`config.mk`:
```
export PLATFORM = sky130hd
export DESIGN_NAME = direction_history
export DESIGN_NICKNAME = d
export VERILOG_FILES = /design/src/rtl/fourway_pkg.sv /design/src/rtl/dir_debounce_bit.sv /design/src/rtl/direction_history.sv
export SDC_FILE = /design/constraint.sdc
export NUM_CORES = 1
export LEC_CHECK = 0
export BUFFER_PORTS_ARGS = -buffer_cell sky130_fd_sc_hd__buf_2
export CORE_MARGIN = 1
export CORE_UTILIZATION = 40
export DETAILED_ROUTE_END_ITERATION = 12
export PLACE_DENSITY = 0.56
export SYNTH_ARGS = -nofsm -noshare
export SYNTH_HDL_FRONTEND = slang
export SYNTH_HIERARCHICAL = 1
export SYNTH_SLANG_ARGS = --single-unit
```
`constraint.sdc`:
```
create_clock -name clk -period 4.1 [get_ports clk]
set_input_delay 0.82 -clock clk [delete_from_list [all_inputs] [get_ports clk]]
set_output_delay 0.82 -clock clk [all_outputs]
set_load 0.005 [all_outputs]
```
`src/rtl/fourway_pkg.sv`:
```
// Shared definitions for the four-way direction front end: direction bit
// masks, axis indices, debounce states and the per-axis SOCD helpers.
package fourway_pkg;

  localparam logic [3:0] DIR_UP    = 4'b1000;
  localparam logic [3:0] DIR_DOWN  = 4'b0100;
  localparam logic [3:0] DIR_LEFT  = 4'b0010;
  localparam logic [3:0] DIR_RIGHT = 4'b0001;

  // Axis index: pair {first, second} lives at bits [2*axis +: 2]
  localparam int DIR_HORIZONTAL = 0;
  localparam int DIR_VERTICAL   = 1;

  localparam logic [1:0] MODE_RAW  = 2'd0;
  localparam logic [1:0] MODE_SOCD = 2'd1;

  localparam logic [1:0] LAST_NONE   = 2'd0;
  localparam logic [1:0] LAST_FIRST  = 2'd1;
  localparam logic [1:0] LAST_SECOND = 2'd2;

  typedef enum logic [1:0] {S_LO, P_HI, S_HI, P_LO} db_state_t;

  // Resolve one axis: only a both-held pair is rewritten, by last press.
  function automatic logic [1:0] socd_resolve(input logic [1:0] pair,
                                              input logic [1:0] last);
    logic [1:0] res;
    res = pair;
    if (pair == 2'b11) begin
      case (last)
        LAST_FIRST:  res = 2'b10;
        LAST_SECOND: res = 2'b01;
        default:     res = 2'b00;
      endcase
    end
    return res;
  endfunction

  function automatic logic [1:0] last_update(input logic [1:0] rise,
                                             input logic [1:0] last);
    logic [1:0] res;
    case (rise)
      2'b11:   res = LAST_NONE;
      2'b10:   res = LAST_FIRST;
      2'b01:   res = LAST_SECOND;
      default: res = last;
    endcase
    return res;
  endfunction

endpackage

```
`src/rtl/dir_debounce_bit.sv`:
```
// One direction bit: four-state debounce FSM with a 4-bit persistence counter.
// stable_nxt exposes the value the stable bit takes on the next strobe.
module dir_debounce_bit
  import fourway_pkg::*;
#(
  parameter int DEBOUNCE = 3
) (
  input  logic clk,
  input  logic reset_n,
  input  logic sample_en,
  input  logic raw,
  output logic stable,
  output logic stable_nxt
);

  localparam logic [3:0] CNT_LAST = 4'(DEBOUNCE - 1);

  db_state_t  state, state_nxt;
  logic [3:0] cnt, cnt_nxt;

  always_comb begin
    state_nxt = state;
    cnt_nxt   = '0;
    unique case (state)
      S_LO: if (raw) begin
        if (DEBOUNCE == 1) state_nxt = S_HI;
        else begin state_nxt = P_HI; cnt_nxt = 4'd1; end
      end
      S_HI: if (!raw) begin
        if (DEBOUNCE == 1) state_nxt = S_LO;
        else begin state_nxt = P_LO; cnt_nxt = 4'd1; end
      end
      P_HI: begin
        if (!raw)                 state_nxt = S_LO;
        else if (cnt == CNT_LAST) state_nxt = S_HI;
        else                      cnt_nxt   = cnt + 4'd1;
      end
      P_LO: begin
        if (raw)                  state_nxt = S_HI;
        else if (cnt == CNT_LAST) state_nxt = S_LO;
        else                      cnt_nxt   = cnt + 4'd1;
      end
    endcase
  end

  always_ff @(posedge clk or negedge reset_n) begin
    if (!reset_n) begin
      state <= S_LO;
      cnt   <= '0;
    end else if (sample_en) begin
      state <= state_nxt;
      cnt   <= cnt_nxt;
    end
  end

  assign stable     = (state == S_HI) || (state == P_LO);
  assign stable_nxt = (state_nxt == S_HI) || (state_nxt == P_LO);

endmodule

```
`src/rtl/direction_history.sv`:
```
// Debounced direction front end with processed-vector feedback, change pulse
// and saturating hold counter. DIRECTION_HISTORY_SOCD_EN adds last-pressed-wins.
module direction_history
  import fourway_pkg::*;
#(
  parameter int DEBOUNCE = 3,
  parameter int HOLD_W   = 8
) (
  input  logic              clk,
  input  logic              reset_n,
  input  logic              sample_en,
  input  logic [3:0]        dirinput,
  input  logic [3:0]        processed,
  output logic [3:0]        dir_out,
  output logic [3:0]        oldp,
  output logic              dir_changed,
  output logic [HOLD_W-1:0] hold_count
);

  localparam int              NUM_LANES = 4;
  localparam logic [HOLD_W-1:0] HOLD_ONE = HOLD_W'(1);

  logic [NUM_LANES-1:0] stable, stable_nxt;
  logic                 changed;

  for (genvar i = 0; i < NUM_LANES; i++) begin : g_bit
    dir_debounce_bit #(.DEBOUNCE(DEBOUNCE)) u_bit (
      .clk        (clk),
      .reset_n    (reset_n),
      .sample_en  (sample_en),
      .raw        (dirinput[i]),
      .stable     (stable[i]),
      .stable_nxt (stable_nxt[i])
    );
  end

  assign changed = (stable_nxt != stable);

  always_ff @(posedge clk or negedge reset_n) begin
    if (!reset_n) begin
      oldp        <= '0;
      dir_changed <= 1'b0;
      hold_count  <= '0;
    end else begin
      dir_changed <= sample_en && changed;
      if (sample_en) begin
        oldp <= processed;
        if (changed)               hold_count <= '0;
        else if (hold_count != '1) hold_count <= hold_count + HOLD_ONE;
      end
    end
  end

`ifdef DIRECTION_HISTORY_SOCD_EN
  logic [1:0]           last_v, last_h;
  logic [NUM_LANES-1:0] rise;

  assign rise = stable_nxt & ~stable;

  always_ff @(posedge clk or negedge reset_n) begin
    if (!reset_n) begin
      last_v <= LAST_NONE;
      last_h <= LAST_NONE;
    end else if (sample_en) begin
      last_v <= last_update(rise[2*DIR_VERTICAL +: 2], last_v);
      last_h <= last_update(rise[2*DIR_HORIZONTAL +: 2], last_h);
    end
  end

  assign dir_out = {socd_resolve(stable[2*DIR_VERTICAL +: 2], last_v),
                    socd_resolve(stable[2*DIR_HORIZONTAL +: 2], last_h)};
`else
  assign dir_out = stable;
`endif

endmodule

```
# [Yosys cells after proc, flatten, opt, wreduce, memory -nomap -nowiden]
# Index checks and enable logic that the tools add are counted.
[classes] n_addsub=5 muxes=54 reduce_logical=15 eq_ne=26
[op_table] cell="one-hot mux 4 bit (4 select lines)" count=4
[op_table] cell="two-way mux 2 bit" count=24
[op_table] cell="two-way mux 4 bit" count=12
[op_table] cell="equality test 2 bit, second input constant" count=16
[op_table] cell="one-hot mux 2 bit (4 select lines)" count=4
[op_table] cell="adder 4 x 1 -> 4 bit, second input constant" count=4
[op_table] cell="equality test 4 x 2 -> 1 bit, second input constant" count=4
[op_table] cell="two-way mux 8 bit" count=2
[op_table] cell="adder 8 x 1 -> 8 bit, second input constant" count=1
[op_table] cell="equality test 2 x 1 -> 1 bit, second input constant" count=4
[op_table] cell="logical NOT 2 bit" count=4
[op_table] cell="logical OR 1 bit" count=8
[op_table] cell="two-way mux 1 bit" count=8
[op_table] cell="inequality test 8 bit, second input constant" count=1
[op_table] cell="inequality test 4 bit" count=1
[op_table] cell="AND reduction 2 bit" count=1
[op_table] cell="nonzero test 2 bit" count=1
[op_table] cell="logical AND 1 bit" count=1
[word_totals] input_bits=11 output_inout_bits=17 ff_bits=37

# [Depth between registers and ports, before layout]
[depth] depth_word=9 depth_mapped=10 ltp_nobuf=9

# [By module]
# The synthesis kept the hierarchy.
[by_module_without_submodules] mod="dir_debounce_bit" cells_per_inst=35 area_per_inst_um2=365.4 seq_area_each_um2=150.1 instances=4
[by_module_without_submodules] mod="direction_history" cells_per_inst=61 area_per_inst_um2=680.7 seq_area_each_um2=325.3 instances=1

# [Worst setup path after synthesis]
# Ideal clock, no wire load.
[synth_timing] path_type="reg-to-reg" start="register g_bit[2].u_bit.cnt[0]" end="register hold_count[0]" synth_period_minus_slack_ns=2.221 arrival_time_ns=2.096 slack_ns=1.879 path_stages_with_launch=11 path_cell_list="dfrtp_1 inv_1 ha_1 nor3b_2 nand2_1 mux2_2 xnor2_1 and4_1 buf_2 and3_4 mux2_2"
[synth_via] elab_chain_len=9
[synth_rtl] item="from (decl)" line_no="dir_debounce_bit.sv:19" rtl="logic [3:0] cnt, cnt_nxt;"
[synth_rtl] item="from (signal assigned)" line_no="dir_debounce_bit.sv:52" rtl="cnt <= cnt_nxt;"
[synth_rtl] item="equality test 4 x 2 -> 1 bit (*)" line_no="dir_debounce_bit.sv:35, dir_debounce_bit.sv:40"
[synth_rtl] item="two-way mux 2 bit (on tied branches)" line_no="dir_debounce_bit.sv:40, dir_debounce_bit.sv:35"
[synth_rtl] item="two-way mux 2 bit (on tied branches)" line_no="dir_debounce_bit.sv:39, dir_debounce_bit.sv:34"
[synth_rtl] item="one-hot mux 2 bit (4 select lines) (*)" line_no="dir_debounce_bit.sv:24" rtl="unique case (state)"
[synth_rtl] item="equality test 2 bit" line_no="dir_debounce_bit.sv:57" rtl="assign stable_nxt = (state_nxt == S_HI) || (state_nxt == P_LO);"
[synth_rtl] item="logical OR 1 bit (*)" line_no="dir_debounce_bit.sv:57"
[synth_rtl] item="net stable_nxt[2]" line_no="direction_history.sv:23" rtl="logic [NUM_LANES-1:0] stable, stable_nxt;"
[synth_rtl] item="inequality test 4 bit (*)" line_no="direction_history.sv:37" rtl="assign changed = (stable_nxt != stable);"
[synth_rtl] item="nonzero test 2 bit (no line)"
[synth_rtl] item="AND reduction 2 bit (no line)"
[synth_rtl] item="to (signal assigned)" line_no="direction_history.sv:49" rtl="else if (hold_count != '1) hold_count <= hold_count + HOLD_ONE;"
[synth_rtl] item="to (decl)" line_no="direction_history.sv:17" rtl="output logic [HOLD_W-1:0] hold_count"
# Mark *: on every way through the listed nets, which the timed path passes. The rest lies on a longest branch.
# A chain may end at the register's enable or synchronous reset.

# [Final worst setup path]
[layout_timing] start="register g_bit[3].u_bit.cnt[0]" end="register hold_count[7]"
[layout_via] elab_chain_len=9
[layout_rtl] item="from (decl)" line_no="dir_debounce_bit.sv:19"
[layout_rtl] item="from (signal assigned)" line_no="dir_debounce_bit.sv:52"
[layout_rtl] item="equality test 4 x 2 -> 1 bit (*)" line_no="dir_debounce_bit.sv:35, dir_debounce_bit.sv:40"
[layout_rtl] item="two-way mux 2 bit (on tied branches)" line_no="dir_debounce_bit.sv:40, dir_debounce_bit.sv:35"
[layout_rtl] item="two-way mux 2 bit (on tied branches)" line_no="dir_debounce_bit.sv:39, dir_debounce_bit.sv:34"
[layout_rtl] item="one-hot mux 2 bit (4 select lines) (*)" line_no="dir_debounce_bit.sv:24"
[layout_rtl] item="equality test 2 bit" line_no="dir_debounce_bit.sv:57"
[layout_rtl] item="logical OR 1 bit (*)" line_no="dir_debounce_bit.sv:57"
[layout_rtl] item="net stable_nxt[3]" line_no="direction_history.sv:23"
[layout_rtl] item="inequality test 4 bit (*)" line_no="direction_history.sv:37"
[layout_rtl] item="nonzero test 2 bit (no line)"
[layout_rtl] item="AND reduction 2 bit (no line)"
# Marks and branches as above.

==> results.json <==
{
  "status": "finished clean",
  "final.setup_skew_ps": 3.93,
  "wl_um": 3800,
  "antenna_cells": 0,
  "synth_top_area_cell": "dfrtp_1",
  "ys_types": 35,
  "dp.cells": 287,
  "synth_ff_type": "dfrtp_1",
  "fmax_mhz": 413,
  "dieArea_um2": 5650,
  "start_util_pct": 41.7,
  "fin_nets": 244,
  "antenna_found_initial": 0,
  "setup_violations": 0,
  "die_w_um": 75.2,
  "grt_use_total_pct": 14.4,
  "hold_path_class": "reg -> reg",
  "drc": 0,
  "insertion_delay_ps": 280,
  "clock-sinks": 37,
  "post-route-min-period_ps": 2420,
  "syn_avg_cell_area_um2": 10.7,
  "port_buffers": 27,
  "clockRootBuffer": "clkbuf_8",
  "finalCritPeriodShare_pct": 59.0,
  "grt_pass1_vias": 1389,
  "synth_seq_area_share_pct": 43.2,
  "clk_pin_slew_worst_paths_ps": 70,
  "ant_nets": 0,
  "arrival_ps": 2600,
  "num_rows": 26,
  "power_density_nw_per_um2": 556,
  "fp.dieH_um": 75.2,
  "post_cts_buffers": 0,
  "crit_fanout": 7,
  "slew_headroom_pct": 37.5,
  "hold_buffers": 0,
  "yosysTopAreaCellShare_pct": 43.2,
  "syn-cell-area_um2": 2140,
  "cts_tree": "done",
  "rsz0062_at_grt": "no",
  "gp_congestion": 0.736,
  "tightest_slew_ps": 937,
  "synth-seq-cells": 37,
  "grt_first_pass_wirelength_um": 6230,
  "ys_warn_count": 6,
  "areaGrowthSynthToFinish_pct": 11.9,
  "cp-end-kind": "flip-flop",
  "drt-initial-drc-count": 110,
  "cts_resized": 0,
  "fill_cells": 518,
  "cp-start-kind": "flip-flop",
  "wl_per_cell_um": 12.9,
  "cts-buffers-inserted": 5,
  "layout_commonest_cell": "dfrtp_1",
  "instances_no_fill": 295,
  "synth_edf_count": 0,
  "fin_tns_setup_ps": 0,
  "ys_top_cells_by_area": "dfrtp_1 (43%), mux2_2 (8.9%), ha_1 (5.3%)",
  "fin_util_pct": 46.6,
  "ctsHtreeMaxLevel": 2,
  "drive_above_1_share_pct": 32.4,
  "drt-vias-per-instance": 5.24,
  "drv_cap": 0,
  "maxSlewViolCount": 0,
  "syn_nets": 221,
  "grt_max_degree": 55,
  "dr_total_vias": 1547,
  "core_um2": 5140,
  "grt-ovfl-total": 0,
  "final_cell_mix": "dfrtp_1 (37), buf_2 (27), nand3_1 (20)",
  "irDropWorstVdd_uv": 213,
  "p_leak_nw": 1.15,
  "async_reset_ff_share_pct": 100,
  "dr.pass1.iters": 4,
  "cp_slowest_cell": "dfrtp_1",
  "slowest_delay_ps": 410,
  "path_buf_inv": 1,
  "path_class": "reg -> reg",
  "crit_required_ps": 4280,
  "synthCells": 201,
  "hpwl_um": 2580,
  "io_pins": 28,
  "report.final.hold_viol_count": 0,
  "clk_path_buf_depth": 2,
  "path_cells": "inv_1 -> ha_1 -> nor3b_2 -> nand2_1 -> mux2_2 -> xnor2_1 -> and4_1 -> nand3b_1 -> o311ai_1",
  "crit_family": "simple AND/OR/NAND/NOR gates",
  "rrSetupSlack_ps": 1680
}
[path summary, 6_finish.rpt]
check                      depth (start not counted)                             endpoint                               from
max                                                9            hold_count[7]$_DFFE_PN0P_  g_bit[3].u_bit/cnt[0]$_DFFE_PN0P_
min                                                1                  oldp[3]$_DFFE_PN0P_                oldp[3]$_DFFE_PN0P_
max reg2reg                                        9            hold_count[7]$_DFFE_PN0P_  g_bit[3].u_bit/cnt[0]$_DFFE_PN0P_
min reg2reg                                        1                  oldp[3]$_DFFE_PN0P_                oldp[3]$_DFFE_PN0P_
max in group asynchronous                          1  g_bit[1].u_bit/state[1]$_DFFE_PN0P_                            reset_n
min in group asynchronous                          1    g_bit[3].u_bit/cnt[3]$_DFFE_PN0P_                            reset_n
[cell families after synthesis]
logic type,Yosys count,synth area share [%]
adder cells (fa/ha/maj),9,5.26
buffers and inverters,19,4.61
AND/OR/NAND/NOR,68,20.7
XOR/XNOR,8,4.67
flip-flops,37,43.2
AO/OA/AOI/OAI,43,12.6
multiplexers,17,8.94
[synthesized netlist by cell type, types with 2 or more instances]
library cell / instances
and3_4: 2
nor3_1: 8
a22o_1: 2
nor4b_2: 4
mux2_2: 17
o31ai_1: 2
ha_1: 9
inv_1: 8
xnor2_1: 4
a21o_1: 8
a21oi_1: 5
dlygate4sd1_1: 4
nor3b_2: 4
nand2_1: 16
dfrtp_1: 37
o21ai_0: 19
buf_2: 6
nand3_2: 5
xor2_2: 4
nand4_1: 2
nand3_1: 20
a31oi_1: 2
[power breakdown]
group          leakage, nW  internal (W)  switching, W
sequential           0.487      0.000449      0.000113
combinational        0.607      0.000238      0.000253
clock               0.0542      0.000152      0.000127
[final cells by class]
type / instances / area, um^2 / area share (%)
Inverter: 8 / 30.0 / 1.25
Timing Repair Buffer: 27 / 135 / 5.64
Clock buffer: 7 / 96.3 / 4.02
Sequential cell: 37 / 926 / 38.6
Clock inverter: 1 / 5.00 / 0.209
Tap cell: 70 / 87.6 / 3.65
Multi-Input combinational cell: 145 / 1120 / 46.6
[per-stage QoR]
step	cell area (um^2)	hold slack [ps]	power, W	setup slack (ps)
global placement	2300	485	0.00106	1700
global route	2400	532	0.00145	1450
floorplan	2140	495	0.000953	1880
detailed placement	2300	490	0.00106	1660
finish	2400	502	0.00133	1680
CTS	2400	508	0.00135	1650
[flip-flops by register name, indices dropped and copies added, names as in the netlist]
name,count
hold_count,8
dir_changed,1
g_bit.u_bit/cnt,16
g_bit.u_bit/state,8
oldp,4
[metal layers]
metal	global-route usage [%]	share of wire [%]
met1	20.2	50
met2	22.1	45
met3	2.95	3.7
met4	5.56	1.2
met5	0	0
No activity file was read; power rests on OpenSTA's default activity.
